## src/rtl/im_loader.sv

```systemverilog
// im_loader: boot-time writer that streams a length-prefixed, big-endian image into im.
// Define CHECKSUM_EN to add a trailing XOR checksum byte and the sticky err flag.
module im_loader #(
    parameter int unsigned       ADDR_W    = 16,
    parameter logic [ADDR_W-1:0] BASE_ADDR = '0
) (
    input  logic              clk,
    input  logic              rst_f,
    input  logic              start,
    input  logic [7:0]        in_data,
    input  logic              in_valid,
    output logic              in_ready,
    output logic              im_we,
    output logic [ADDR_W-1:0] im_addr,
    output logic [31:0]       im_wdata,
    output logic              busy,
    output logic              done,
    output logic              err,
    output logic              cpu_hold
);

    typedef enum logic [2:0] {StIdle, StLenHi, StLenLo, StData, StCsum, StDone} state_e;

    state_e      state_q;
    logic [7:0]  len_hi_q;
    logic [15:0] words_left_q;
    logic [1:0]  byte_idx_q;
    logic        xfer;
    logic [15:0] len_word;

    assign xfer     = in_valid & in_ready;
    assign len_word = {len_hi_q, in_data};

`ifdef CHECKSUM_EN
    logic [7:0] csum_q;
`else
    assign err = 1'b0;
`endif

    always_ff @(posedge clk or posedge rst_f) begin
        if (rst_f) begin
            state_q      <= StIdle;
            len_hi_q     <= 8'h00;
            words_left_q <= 16'h0000;
            byte_idx_q   <= 2'd0;
            in_ready     <= 1'b0;
            im_we        <= 1'b0;
            im_addr      <= BASE_ADDR;
            im_wdata     <= 32'h0000_0000;
            busy         <= 1'b0;
            done         <= 1'b0;
            cpu_hold     <= 1'b1;
`ifdef CHECKSUM_EN
            csum_q       <= 8'h00;
            err          <= 1'b0;
`endif
        end else begin
            im_we <= 1'b0;
            // Address advances the cycle after each write strobe, so im_addr is the
            // target while im_we is high.
            if (im_we) begin
                im_addr <= im_addr + ADDR_W'(1);
            end
`ifdef CHECKSUM_EN
            // Every accepted byte except the checksum itself folds into the running XOR.
            if (xfer && state_q != StCsum) begin
                csum_q <= csum_q ^ in_data;
            end
`endif
            unique case (state_q)
                StIdle, StDone: begin
                    if (start) begin
                        state_q    <= StLenHi;
                        in_ready   <= 1'b1;
                        busy       <= 1'b1;
                        done       <= 1'b0;
                        cpu_hold   <= 1'b1;
                        im_addr    <= BASE_ADDR;
                        byte_idx_q <= 2'd0;
`ifdef CHECKSUM_EN
                        csum_q     <= 8'h00;
                        err        <= 1'b0;
`endif
                    end
                end
                StLenHi: begin
                    if (xfer) begin
                        len_hi_q <= in_data;
                        state_q  <= StLenLo;
                    end
                end
                StLenLo: begin
                    if (xfer) begin
                        words_left_q <= len_word;
                        byte_idx_q   <= 2'd0;
                        if (len_word == 16'h0000) begin
`ifdef CHECKSUM_EN
                            state_q  <= StCsum;
`else
                            state_q  <= StDone;
                            in_ready <= 1'b0;
                            busy     <= 1'b0;
                            done     <= 1'b1;
                            cpu_hold <= 1'b0;
`endif
                        end else begin
                            state_q <= StData;
                        end
                    end
                end
                StData: begin
                    if (xfer) begin
                        unique case (byte_idx_q)
                            2'd0: im_wdata[31:24] <= in_data;
                            2'd1: im_wdata[23:16] <= in_data;
                            2'd2: im_wdata[15:8]  <= in_data;
                            2'd3: im_wdata[7:0]   <= in_data;
                            default: ;
                        endcase
                        byte_idx_q <= byte_idx_q + 2'd1;
                        if (byte_idx_q == 2'd3) begin
                            im_we        <= 1'b1;
                            words_left_q <= words_left_q - 16'd1;
                            if (words_left_q == 16'd1) begin
`ifdef CHECKSUM_EN
                                state_q  <= StCsum;
`else
                                state_q  <= StDone;
                                in_ready <= 1'b0;
                                busy     <= 1'b0;
                                done     <= 1'b1;
                                cpu_hold <= 1'b0;
`endif
                            end
                        end
                    end
                end
`ifdef CHECKSUM_EN
                StCsum: begin
                    if (xfer) begin
                        state_q  <= StDone;
                        in_ready <= 1'b0;
                        busy     <= 1'b0;
                        done     <= 1'b1;
                        err      <= (in_data != csum_q);
                        cpu_hold <= (in_data != csum_q);
                    end
                end
`endif
                default: begin
                    state_q  <= StIdle;
                    in_ready <= 1'b0;
                    busy     <= 1'b0;
                end
            endcase
        end
    end

endmodule
```

## config.mk

```make
export PLATFORM = sky130hd
export DESIGN_NAME = im_loader
export DESIGN_NICKNAME = d
export VERILOG_FILES = /design/src/rtl/im_loader.sv
export SDC_FILE = /design/constraint.sdc
export NUM_CORES = 1
export LEC_CHECK = 0
export ABC_AREA = 1
export ABC_CLOCK_PERIOD_IN_PS = 3050
export CAP_MARGIN = 25
export CORE_MARGIN = 3
export CORE_UTILIZATION = 48
export DETAILED_ROUTE_END_ITERATION = 7
export PLACE_DENSITY = 0.76
export REMOVE_ABC_BUFFERS = 1
export SYNTH_ARGS = -nofsm -noshare
export SYNTH_HDL_FRONTEND = slang
export SYNTH_SLANG_ARGS = --single-unit
```

## constraint.sdc

```tcl
create_clock -name clk -period 3.05 [get_ports clk]
set_clock_uncertainty 0.15 [all_clocks]
set_input_delay 0.915 -clock clk [delete_from_list [all_inputs] [get_ports clk]]
set_output_delay 0.915 -clock clk [all_outputs]
set_load 0.1 [all_outputs]
```

# Word level (Yosys, flattened, before mapping)
# Cells that the tools add are included.
word_totals:
  input_bits: 12
  output_inout_bits: 54
  latch_bits: 0
  reg_bits: 81
  ram_bits: 0
  mem_count: 0
  mem_bits_ro: 0
op_classes:
  shift: 0
  n_reduce_logical: 16
  n_mul: 0
  n_mux: 37
  bitwise_logic: 2
  addsub: 3
  div_mod_pow: 0
  order_cmp: 0
  n_eq_ne: 15
ops:
  columns: ["operator", "n"]
  rows:
  - ["$mux W16", 6]
  - ["$pmux W16 S2", 1]
  - ["$mux W3", 7]
  - ["$add A16 B1 Y16 const B", 1]
  - ["$eq A16 B1 Y1 const B", 1]
  - ["$logic_not A16 Y1", 1]
  - ["$sub A16 B1 Y16 const B", 1]
  - ["$mux W1", 15]
  - ["$ne A2 B2 Y1 const B", 7]
  - ["$reduce_and A7 Y1", 2]
  - ["$pmux W3 S4", 1]
  - ["$reduce_and A3 Y1", 4]
  - ["$reduce_and A4 Y1", 2]
  - ["$eq A3 B2 Y1 const B", 2]
  - ["$mux W2", 3]
  - ["$pmux W1 S3", 2]
  - ["$pmux W2 S3", 1]
  - ["$reduce_and A6 Y1", 1]
  - ["$eq A2 B2 Y1 const B", 2]
  - ["$pmux W1 S4", 1]
  - ["$eq A3 B1 Y1 const B", 1]
  - ["$eq A3 B3 Y1 const B", 1]
  - ["$logic_not A3 Y1", 1]
  - ["$reduce_bool A3 Y1", 1]
  - ["other kinds (8)", 8]

# Logic depth before layout (Yosys ltp)
# Gate-level depths: netlist of the first run.
logic_depth:
  word_depth: 5
  ltp_mapped: 9
  ltp_nobuf: 9

# Least setup slack after synthesis of the first run
# OpenSTA, ideal clock, no wires.
synth_timing:
  path_kind: "register to output"
  startpoint: "register busy (netlist name)"
  endpoint: "output in_ready"
  arrival_time_ns: 1.370
  path_stages_with_launch: 2
  path_slack_ns: 0.615
  n_path_buf: 1
  cell_sequence: "dfrtp_1 buf_4"
synth_rtl:
  columns: ["element", "line_no", "rtl"]
  rows:
  - ["end, declared", "12", "output logic in_ready,"]

# Final worst setup path of the first run
layout_timing:
  startpoint: "register im_we"
  endpoint: "output im_we"
layout_rtl:
  columns: ["element", "line_no", "rtl"]
  rows:
  - ["start, declared", "13", "output logic im_we,"]
  - ["start signal, assigned", "47", "im_we <= 1'b0;"]
  - ["start signal, assigned", "58", "im_we <= 1'b0;"]
  - ["start signal, assigned", "122", "im_we <= 1'b1;"]
# No word-level cell between the ends.

==> run_results.csv, run 1 <==
group,metric,value,unit
hold_path,hold_path.class,"flip-flop to flip-flop",
finish,layout_common_cells,"130 x nand2_1, 80 x dfrtp_1, 56 x nor2_1",
pwr,total_power,4.70,mW
placement,io_buffers,64,
sta,setup_viol,0,
global_routing,grt_pass1_wl,16.1,mm
route,drt-met1-wl,4.41,mm
sta,fmax,0.435,GHz
clock_network,ctsHoldBuffers,0,
critical_path,crit_buf_inv,1,
synth,ys_warn_count,0,
route,vias,3414,
global_routing,grt_pass1_vias,3336,
critical_path,crit_path_end_kind,"output port",
critical_path,regToRegSetupSlack,1180,ps
synth,yosysSeqAreaShare,50.2,%
floorplan,io_pins,66,
finish,final_core_util,60.8,%
synth,syn_inst,495,
synth,synth_top_cell_area_share,49.5,%
route,wl_met2,4.06,mm
sta,final.period_utilization,75.3,%
global_routing,overflow,0,
finish,n_antenna_cell,0,
clock_network,cts_sinks,81,
global_routing,grt_max_degree,82,
clock_network,h-tree-depth,3,
critical_path,start_kind,"flip-flop",
floorplan,core-area,7970,sq um
run,max_cap_viol_count,0,
critical_path,worstPathArrival,1230,ps
critical_path,critical_path_class,"flip-flop to output port",
synth,synth_xor_area_share,1.08,%
hold_path,min_to,"cpu_hold$_DFFE_PP1P_",
finish,final_nets,578,
synth,synthAdderAreaFrac,2.17,%
route,drc_errors,0,
critical_path,crit_fanout,9,
placement,gp_congestion,0.886,
critical_path,reg2regPathDepth,8,
synth,synth_area,4040,sq um
critical_path,cp_top_family,"flip-flops",
finish,n_fill_cell,702,
critical_path,slowest_stage,"dfrtp_1",
route,drt-vias-per-instance,5.13,
route,drtAntennaViolNets,0,
sta,hold_viol,0,
pwr,irDropWorstVdd,0.623,mV
clock_network,clk_latency,350,ps
synth,synth-compound-area-share,12.9,%
synth,muxShareOfSynthArea,0,%
pwr,p_leak,2.46,nW
finish,final_common_cell,"nand2_1",
clock_network,clk_pin_slew_worst_paths,90,ps
finish,multi_input_comb_area,1710,sq um
route,first_iter_violations,219,
finish,area.growth.synth_to_final,19.8,%
run_status,status,"complete, no violations",
sta,period_needed,2300,ps
sta,rsz0062_at_grt,"no",
route,post_drt_wl_per_cell,13.7,microns
synth,yosysTopAreaCell,"dfrtp_1",
clock_network,cts_tree,"built",
floorplan,rows,32,
critical_path,cp_cell_sequence,"buf_4",
synth,synth_top_family_by_area,"simple AND/OR/NAND/NOR gates",
global_routing,antenna_found_initial,0,
critical_path,cpPeakStageDelay,520,ps
floorplan,dieArea,9560,sq um
clock_network,cts_buffer_depth,2,
route,drt_wl_total,9.11,mm
synth,ys_types,35,
floorplan,die_height,97.8,microns
finish,layout-drive-gt1-share,17.9,%
synth,synth.area.top_cells,"dfrtp_1 50%, nand2_1 12%, nor2_1 5.2%, inv_1 4.6%, o21ai_1 4.6%",
clock_network,post_cts_buffers,0,
critical_path,cp.required,1980,ps
global_routing,track_usage,20.5,%
synth,syn_avg_cell_area,8.17,sq um
route,maxUsedRoutingLayer,"met4",
pwr,power.density,970,nW/um^2
floorplan,die_w,97.8,microns
synth,synth-seq-cells,81,
finish,regArea,2030,sq um
clock_network,numCtsBuffers,9,
floorplan,initial_core_util,50.8,%
clock_network,cts.repair.resized,0,
critical_path,timing.rr.start,"words_left_q[5]$_DFFE_PP0P_",
placement,place_hpwl,6.48,mm
route,dr_wl_met3,494,microns
hold_path,hold_path_depth,2,
route,first_pass_iters,5,
critical_path,rr_endpoint,"busy$_DFFE_PP0P_",
synth,synth_simple_gate_area_share,26.1,%
hold_path,holdCritStartpoint,"cpu_hold$_DFFE_PP1P_",
sta,final_max_slew_viol_count,0,
clock_network,cts_root_buf,"clkbuf_8",
kinds of logic (layout without fill, tap and decap cells):
kind of cell / Yosys count / count (layout)
other: 1 / 1
xor gates and xnor gates: 5 / 5
buffers and inverters: 68 / 137
AOI/OAI and AO/OA: 97 / 97
adders and majority gates: 7 / 7
and+or+nand+nor: 236 / 236
DFF: 81 / 81
layout make-up:
class,instances,share of cell area (%)
clock buffer,9,2.56
clock inverter,7,2.22
inverter,54,4.18
multi-input combinational,346,35.3
sequential,81,41.9
tap,102,2.63
timing repair buffer,67,11.2
metal layers:
layer | global-route usage, % | vias to the layer above
li1 | - | 1710
met1 | 29.6 | 1607
met2 | 30.4 | 85
met3 | 5.43 | 12
met4 | 6.50 | 0
met5 | 0 | -
where the power goes:
group          internal, mW  switching (mW)  total (mW)
sequential             1.37           0.230        1.60
clock                 0.478           0.435       0.914
combinational         0.530            1.66        2.19
total                  2.38            2.32        4.70
flip-flops by register name, indices dropped and copies added (netlist names):
register	count
state_q	3
im_we	1
byte_idx_q	2
busy	1
words_left_q	16
done	1
cpu_hold	1
len_hi_q	8
im_wdata	32
im_addr	16
synthesized netlist by cell type:
library cell and n:
nand2_2 4, o211ai_2 1, inv_2 4, nand3_1 19, o21bai_2 1, nor2_2 2, conb_1 1, xor2_1 5
o211ai_1 2, nor2_1 56, nand4_1 4, o22ai_1 2, a22oi_1 1, nor2_8 1, dfrtp_1 80, buf_4 3
a21oi_2 1, o21ai_0 30, nand3_2 3, nor3_1 6, nor2_4 5, a21oi_1 18, buf_1 1, buf_2 6
a211oi_1 1, nand3b_1 1, ha_1 7, nand2_4 5, dfstp_2 1, nand2_1 130, o21bai_1 1, o21ai_1 37
inv_1 50, a31oi_1 2, buf_6 4
per-stage QoR:
step                      instances  TNS (ps)  instance area (sq um)  setup WS (ps)  hold WS (ps)
after floorplan                 481     -7470                   3940          -93.4           304
after global placement          650         0                   4610            486           311
after detailed placement        650         0                   4610            410           311
after CTS                       666         0                   4840            725           332
after global routing            666         0                   4840            667           361
final                           666         0                   4840            753           323
worst register-to-register path: stages, from the launching register on:
cell      delay (ps)
dfrtp_1          410
nor2_1           230
nand2_1          100
nor2_1           270
nand3_1          130
nand2_1          190
nand2_1           70
o21bai_1         140
nand2_1           60
worst max-delay path by stage:
stage / start / endpoint / slack [ps] / cells past startpoint
finish: im_we$_DFF_PP0_ / im_we / 750 / 1
global route: im_we$_DFF_PP0_ / im_we / 670 / 1
CTS: im_we$_DFF_PP0_ / im_we / 720 / 1
detailed placement: in_valid / done$_DFFE_PP0P_ / 410 / 9
global placement: in_valid / words_left_q[6]$_DFFE_PP0P_ / 490 / 8
floorplan: rst_f / busy$_DFFE_PP0P_ / -90 / 1
No activity file was read; power rests on OpenSTA's default activity.
==> run 2, diff against run 1 <==
--- a/config.mk
+++ b/config.mk
@@ -6,12 +6,12 @@
 export NUM_CORES = 1
 export LEC_CHECK = 0
 export ABC_AREA = 1
-export ABC_CLOCK_PERIOD_IN_PS = 3050
+export ABC_CLOCK_PERIOD_IN_PS = 2340
 export CAP_MARGIN = 25
 export CORE_MARGIN = 3
-export CORE_UTILIZATION = 48
+export CORE_UTILIZATION = 53
 export DETAILED_ROUTE_END_ITERATION = 7
-export PLACE_DENSITY = 0.76
+export PLACE_DENSITY = 0.79
 export REMOVE_ABC_BUFFERS = 1
 export SYNTH_ARGS = -nofsm -noshare
 export SYNTH_HDL_FRONTEND = slang
==> constraint.sdc (replaced) <==
create_clock -name clk -period 2.34 [get_ports clk]
set_clock_uncertainty 0.15 [all_clocks]
set_input_delay 0.702 -clock clk [delete_from_list [all_inputs] [get_ports clk]]
set_output_delay 0.702 -clock clk [all_outputs]
set_load 0.1 [all_outputs]
==> run 2 against run 1 <==
Compared with the run above:
- wire length up 12%
- largest cell class unchanged
- hold slack improved by 27 ps
- combinational power up 53%
==> run_results.csv, run 2 (synthesis gave the netlist of run 1 again) <==
group,metric,value,unit
clock_network,numCtsBuffers,9,
critical_path,cp.required,2430,ps
pwr,irDropWorstVdd,0.961,mV
run,max_cap_viol_count,0,
pwr,p_leak,2.63,nW
floorplan,core-area,7330,sq um
placement,preCtsSetupSlack,27.3,ps
critical_path,crit_path_end_kind,"flip-flop",
critical_path,regToRegSetupSlack,440,ps
critical_path,worstPathArrival,2090,ps
pwr,power_switching,3.15,mW
global_routing,track_usage,25.1,%
finish,layout_common_cells,"130 x nand2_1, 80 x dfrtp_1, 56 x nor2_1",
critical_path,rr_endpoint,"busy$_DFFE_PP0P_",
global_routing,grt_pass1_vias,3709,
global_routing,antenna_found_initial,0,
sta,setup_viol,0,
sta,period_needed,2000,ps
floorplan,die_w,93.4,microns
finish,n_antenna_cell,0,
critical_path,timing.rr.start,"words_left_q[5]$_DFFE_PP0P_",
route,drt_wl_total,10.2,mm
sta,fmax,0.501,GHz
floorplan,die_height,93.4,microns
global_routing,grt_pass1_wl,17.3,mm
pwr,p_int,3.39,mW
floorplan,rows,31,
clock_network,clk_pin_slew_worst_paths,80,ps
sta,final.period_utilization,85.3,%
finish,largest_reg_flops,32,
clock_network,clk_latency,350,ps
clock_network,cts.repair.resized,0,
finish,layout-drive-gt1-share,18.6,%
pwr,sequentialPowerShare,33.3,%
sta,final_max_slew_viol_count,0,
route,drc_errors,0,
route,first_pass_iters,4,
critical_path,reg2regPathDepth,8,
finish,top_regs,"im_wdata x32, im_addr x16, words_left_q x16",
sta,rsz0062_at_grt,"no",
pwr,p_sw_share,48.1,%
finish,final_nets,584,
floorplan,io_pins,66,
clock_network,cts_tree,"built",
sta,hold_viol,0,
finish,final_common_cell,"nand2_1",
critical_path,start_kind,"primary input",
clock_network,cts_buffer_depth,2,
pwr,share_comb_of_total_power,51.0,%
pwr,power.density,1180,nW/um^2
hold_path,hold_path.class,"flip-flop to flip-flop",
clock_network,ctsHoldBuffers,0,
clock_network,post_cts_buffers,0,
pwr,p_clk_share,15.7,%
route,post_drt_wl_per_cell,15.2,microns
route,vias,3599,
route,drt-vias-per-instance,5.38,
hold_path,min_to,"cpu_hold$_DFFE_PP1P_",
finish,regMostFlops,"im_wdata",
global_routing,overflow,0,
clock_network,cts_sinks,81,
hold_path,holdCritStartpoint,"cpu_hold$_DFFE_PP1P_",
run_status,status,"complete, no violations",
floorplan,dieArea,8710,sq um
route,first_iter_violations,219,
clock_network,h-tree-depth,3,
placement,gp_congestion,0.913,
floorplan,initial_core_util,55.2,%
finish,final_core_util,75.4,%
sta,fin_ws,344,ps
route,drtAntennaViolNets,0,
hold_path,hold_path_depth,2,
clock_network,cts_root_buf,"clkbuf_8",
sta,setup_tns,0,ps
critical_path,critical_path_class,"primary input to flip-flop",
critical_path,crit_fanout,4,
finish,area.growth.synth_to_final,36.6,%
sta,timing.hold.ws,350,ps
global_routing,grt_max_degree,30,
placement,place_hpwl,7.42,mm
critical_path,cp-startpoint,"in_valid",
placement,io_buffers,64,
run 2: changes by cell type in the layout (fill, tap and decap cells not counted), sizes merged:
| cell | change |
|---|---|
| buf | +6 |
| bufinv | -1 |
| clkbuf | +1 |
| clkinv | +2 |
| clkinvlp | +1 |
| inv | -3 |
run 2: cell type report:
class | instances | area, sq um
Clock buffer | 10 | 128
Clock inverter | 6 | 67.6
Fill cell | 467 | 1810
Inverter | 54 | 203
Multi-Input combinational cell | 346 | 1710
Sequential cell | 81 | 2030
Tap cell | 99 | 124
Timing Repair Buffer | 73 | 1260
run 2: stage by stage:
stage | cell area [sq um] | power, mW | instances
2_1_floorplan | 3940 | 4.29 | 481
3_3_place_gp | 5330 | 5.40 | 653
3_5_place_dp | 5330 | 5.50 | 653
4_1_cts | 5530 | 6.54 | 669
5_1_grt | 5530 | 6.90 | 669
6_report | 5530 | 6.55 | 669
run 2: how the worst max path moves through the flow:
stage	to	slack (ps)
global placement	done$_DFFE_PP0P_	100
detailed placement	byte_idx_q[1]$_DFFE_PP0P_	30
floorplan	words_left_q[6]$_DFFE_PP0P_	-650
global route	state_q[0]$_DFFE_PP0P_	230
finish	state_q[0]$_DFFE_PP0P_	340
CTS	im_we	340
run 2: layer usage:
layer	share of wire, %	GRT usage [%]	vias up
met4	1.5	8.91	0
met5	0	0	-
met1	42	33.1	1745
li1	-	-	1723
met2	50	40.4	115
met3	6.3	6.19	16
run 2: critical path: stages:
cell             delay [ps]
clkdlybuf4s50_1         470
nand2_2                  70
inv_1                   110
nor2_1                   50
o21bai_2                210
a21oi_2                 190
nand2_1                 130
nand2_1                 100
nand2_1                  50
run 2: power by group through the flow:
stage,clock (mW),combinational (mW),sequential [mW]
6_report,1.03,3.34,2.18
5_1_grt,1.09,3.58,2.22
4_1_cts,1.03,3.34,2.17
3_5_place_dp,0,3.31,2.19
3_3_place_gp,0,3.22,2.17
2_1_floorplan,0,1.15,3.15
==> run 3, diff against run 2 <==
--- a/config.mk
+++ b/config.mk
@@ -7,8 +7,8 @@
 export LEC_CHECK = 0
 export ABC_AREA = 1
 export ABC_CLOCK_PERIOD_IN_PS = 2340
-export CAP_MARGIN = 25
-export CORE_MARGIN = 3
+export CAP_MARGIN = 20
+export CORE_MARGIN = 8
 export CORE_UTILIZATION = 53
 export DETAILED_ROUTE_END_ITERATION = 7
 export PLACE_DENSITY = 0.79
==> run 3 against run 2 <==
Compared with the run above:
- die area is 23% higher
- critical path depth is 8 lower
- register-to-register slack worse by 40 ps
- fmax is 0.27% higher
- wire length is 5.0% higher
- design area is 0.52% higher
- global-route usage is 3.7 points lower
- combinational power hardly changed
- clock power is 14% higher
- sequential cell count stayed put
- via count is 0.14% higher
- critical endpoint is now im_we
==> run_results.csv, run 3 (synthesis gave the netlist of run 1 again) <==
group,metric,value,unit
clock_network,clk_pin_slew_worst_paths,90,ps
route,drc_errors,0,
clock_network,clk_latency,350,ps
route,drt_wl_total,10.7,mm
sta,rsz0062_at_grt,"no",
sta,setup_viol,0,
route,first_iter_violations,230,
pwr,power_switching,3.19,mW
global_routing,grt_pass1_vias,3640,
global_routing,grt_pass1_wl,17.7,mm
critical_path,slowest_stage,"dfrtp_1",
finish,layout_common_cells,"130 x nand2_1, 80 x dfrtp_1, 56 x nor2_1",
finish,regMostFlops,"im_wdata",
global_routing,overflow,0,
pwr,share_comb_of_total_power,50.0,%
critical_path,cp.required,1490,ps
critical_path,crit_fanout,9,
critical_path,start_kind,"flip-flop",
critical_path,worstPathArrival,1140,ps
route,post_drt_wl_per_cell,15.9,microns
run_status,status,"complete, no violations",
global_routing,grt_max_degree,82,
clock_network,h-tree-depth,3,
clock_network,cts_root_buf,"clkbuf_8",
sta,fmax,0.502,GHz
floorplan,die_height,103,microns
floorplan,dieArea,10700,sq um
clock_network,cts.repair.resized,0,
finish,largest_reg_flops,32,
placement,io_buffers,64,
route,vias,3604,
hold_path,hold_path.class,"flip-flop to flip-flop",
floorplan,initial_core_util,53.4,%
placement,dp_cells,657,
finish,n_antenna_cell,0,
finish,final_nets,585,
clock_network,ctsHoldBuffers,0,
clock_network,cts_tree,"built",
critical_path,cp_top_family,"flip-flops",
critical_path,crit_buf_inv,1,
clock_network,cts_buffer_depth,2,
global_routing,antenna_found_initial,0,
finish,area.growth.synth_to_final,37.3,%
route,first_pass_iters,5,
clock_network,post_cts_buffers,0,
critical_path,cp_cell_sequence,"buf_12",
sta,period_needed,1990,ps
floorplan,io_pins,66,
pwr,power.density,1210,nW/um^2
critical_path,crit_path_end_kind,"output port",
route,drt-vias-per-instance,5.36,
pwr,irDropWorstVdd,0.852,mV
pwr,p_int,3.51,mW
floorplan,die_w,103,microns
global_routing,track_usage,21.4,%
run,max_cap_viol_count,0,
route,drtAntennaViolNets,0,
pwr,p_leak,2.65,nW
critical_path,cpPeakStageDelay,560,ps
critical_path,critical_path_class,"flip-flop to output port",
pwr,p_clk_share,17.4,%
placement,place_hpwl,7.71,mm
finish,layout-drive-gt1-share,18.9,%
clock_network,cts_sinks,81,
placement,gp_congestion,0.955,
sta,setup_tns,0,ps
finish,top_regs,"im_wdata x32, im_addr x16, words_left_q x16",
floorplan,core-area,7570,sq um
finish,n_fill_cell,525,
sta,final.period_utilization,85.1,%
finish,final_common_cell,"nand2_1",
pwr,p_sw_share,47.6,%
sta,hold_viol,0,
finish,instances_no_fill,673,
floorplan,rows,32,
clock_network,numCtsBuffers,9,
sta,final_max_slew_viol_count,0,
pwr,sequentialPowerShare,32.6,%
[run 3: changes by cell type in the layout (fill, tap and decap cells not counted)]
cell       previous run  this run
buf_12               55        54
bufinv_16             1         2
clkbuf_1              1         0
clkinv_2              1         0
inv_6                 1         2
buf_4                 7         9
[run 3: routing by layer]
layer	GRT usage, %	wire length, microns	up-vias
met5	0	0	-
met4	8.23	199	0
met3	4.08	550	16
met2	35.3	5390	104
met1	27.3	4540	1758
li1	-	-	1726
[run 3: per-stage QoR]
| stage | setup slack (ps) | util (%) | hold slack [ps] | cell area [sq um] | power [mW] |
|---|---|---|---|---|---|
| floorplan | -648 | - | 304 | 3940 | 4.29 |
| detailed placement | 38.4 | 70.4 | 340 | 5330 | 5.54 |
| CTS | 333 | 73.4 | 360 | 5550 | 6.72 |
| global placement | 116 | 70.4 | 325 | 5330 | 5.42 |
| global route | 229 | 73.4 | 371 | 5550 | 7.05 |
| finish | 349 | 73.4 | 360 | 5550 | 6.70 |
[run 3: final cells by class]
cell class / count / area, sq um / share of cell area [%]
clock buffer: 9 / 124 / 2.23
clock inverter: 7 / 101 / 1.82
inverter: 54 / 203 / 3.65
multi-input combinational: 346 / 1710 / 30.8
sequential: 81 / 2030 / 36.5
tap: 102 / 128 / 2.30
timing repair buffer: 74 / 1260 / 22.7
[run 3: final timing paths]
check                                             from                       to  slack, ps  depth (start not counted)
setup / recovery                       im_we$_DFF_PP0_                    im_we        350                          1
hold / removal                    cpu_hold$_DFFE_PP1P_     cpu_hold$_DFFE_PP1P_        360                          2
setup reg to reg           words_left_q[6]$_DFFE_PP0P_         busy$_DFFE_PP0P_        400                          8
hold reg to reg                   cpu_hold$_DFFE_PP1P_     cpu_hold$_DFFE_PP1P_        360                          2
max in group asynchronous                        rst_f     cpu_hold$_DFFE_PP1P_       1090                          3
min in group asynchronous                        rst_f  im_wdata[4]$_DFFE_PP0P_        620                          3
[run 3: power groups by stage]
| stage | Sequential (mW) | Clock, mW | Combinational [mW] |
|---|---|---|---|
| floorplan | 3.15 | 0 | 1.15 |
| global placement | 2.18 | 0 | 3.24 |
| detailed placement | 2.19 | 0 | 3.35 |
| CTS | 2.18 | 1.18 | 3.36 |
| global route | 2.22 | 1.23 | 3.59 |
| finish | 2.18 | 1.17 | 3.35 |
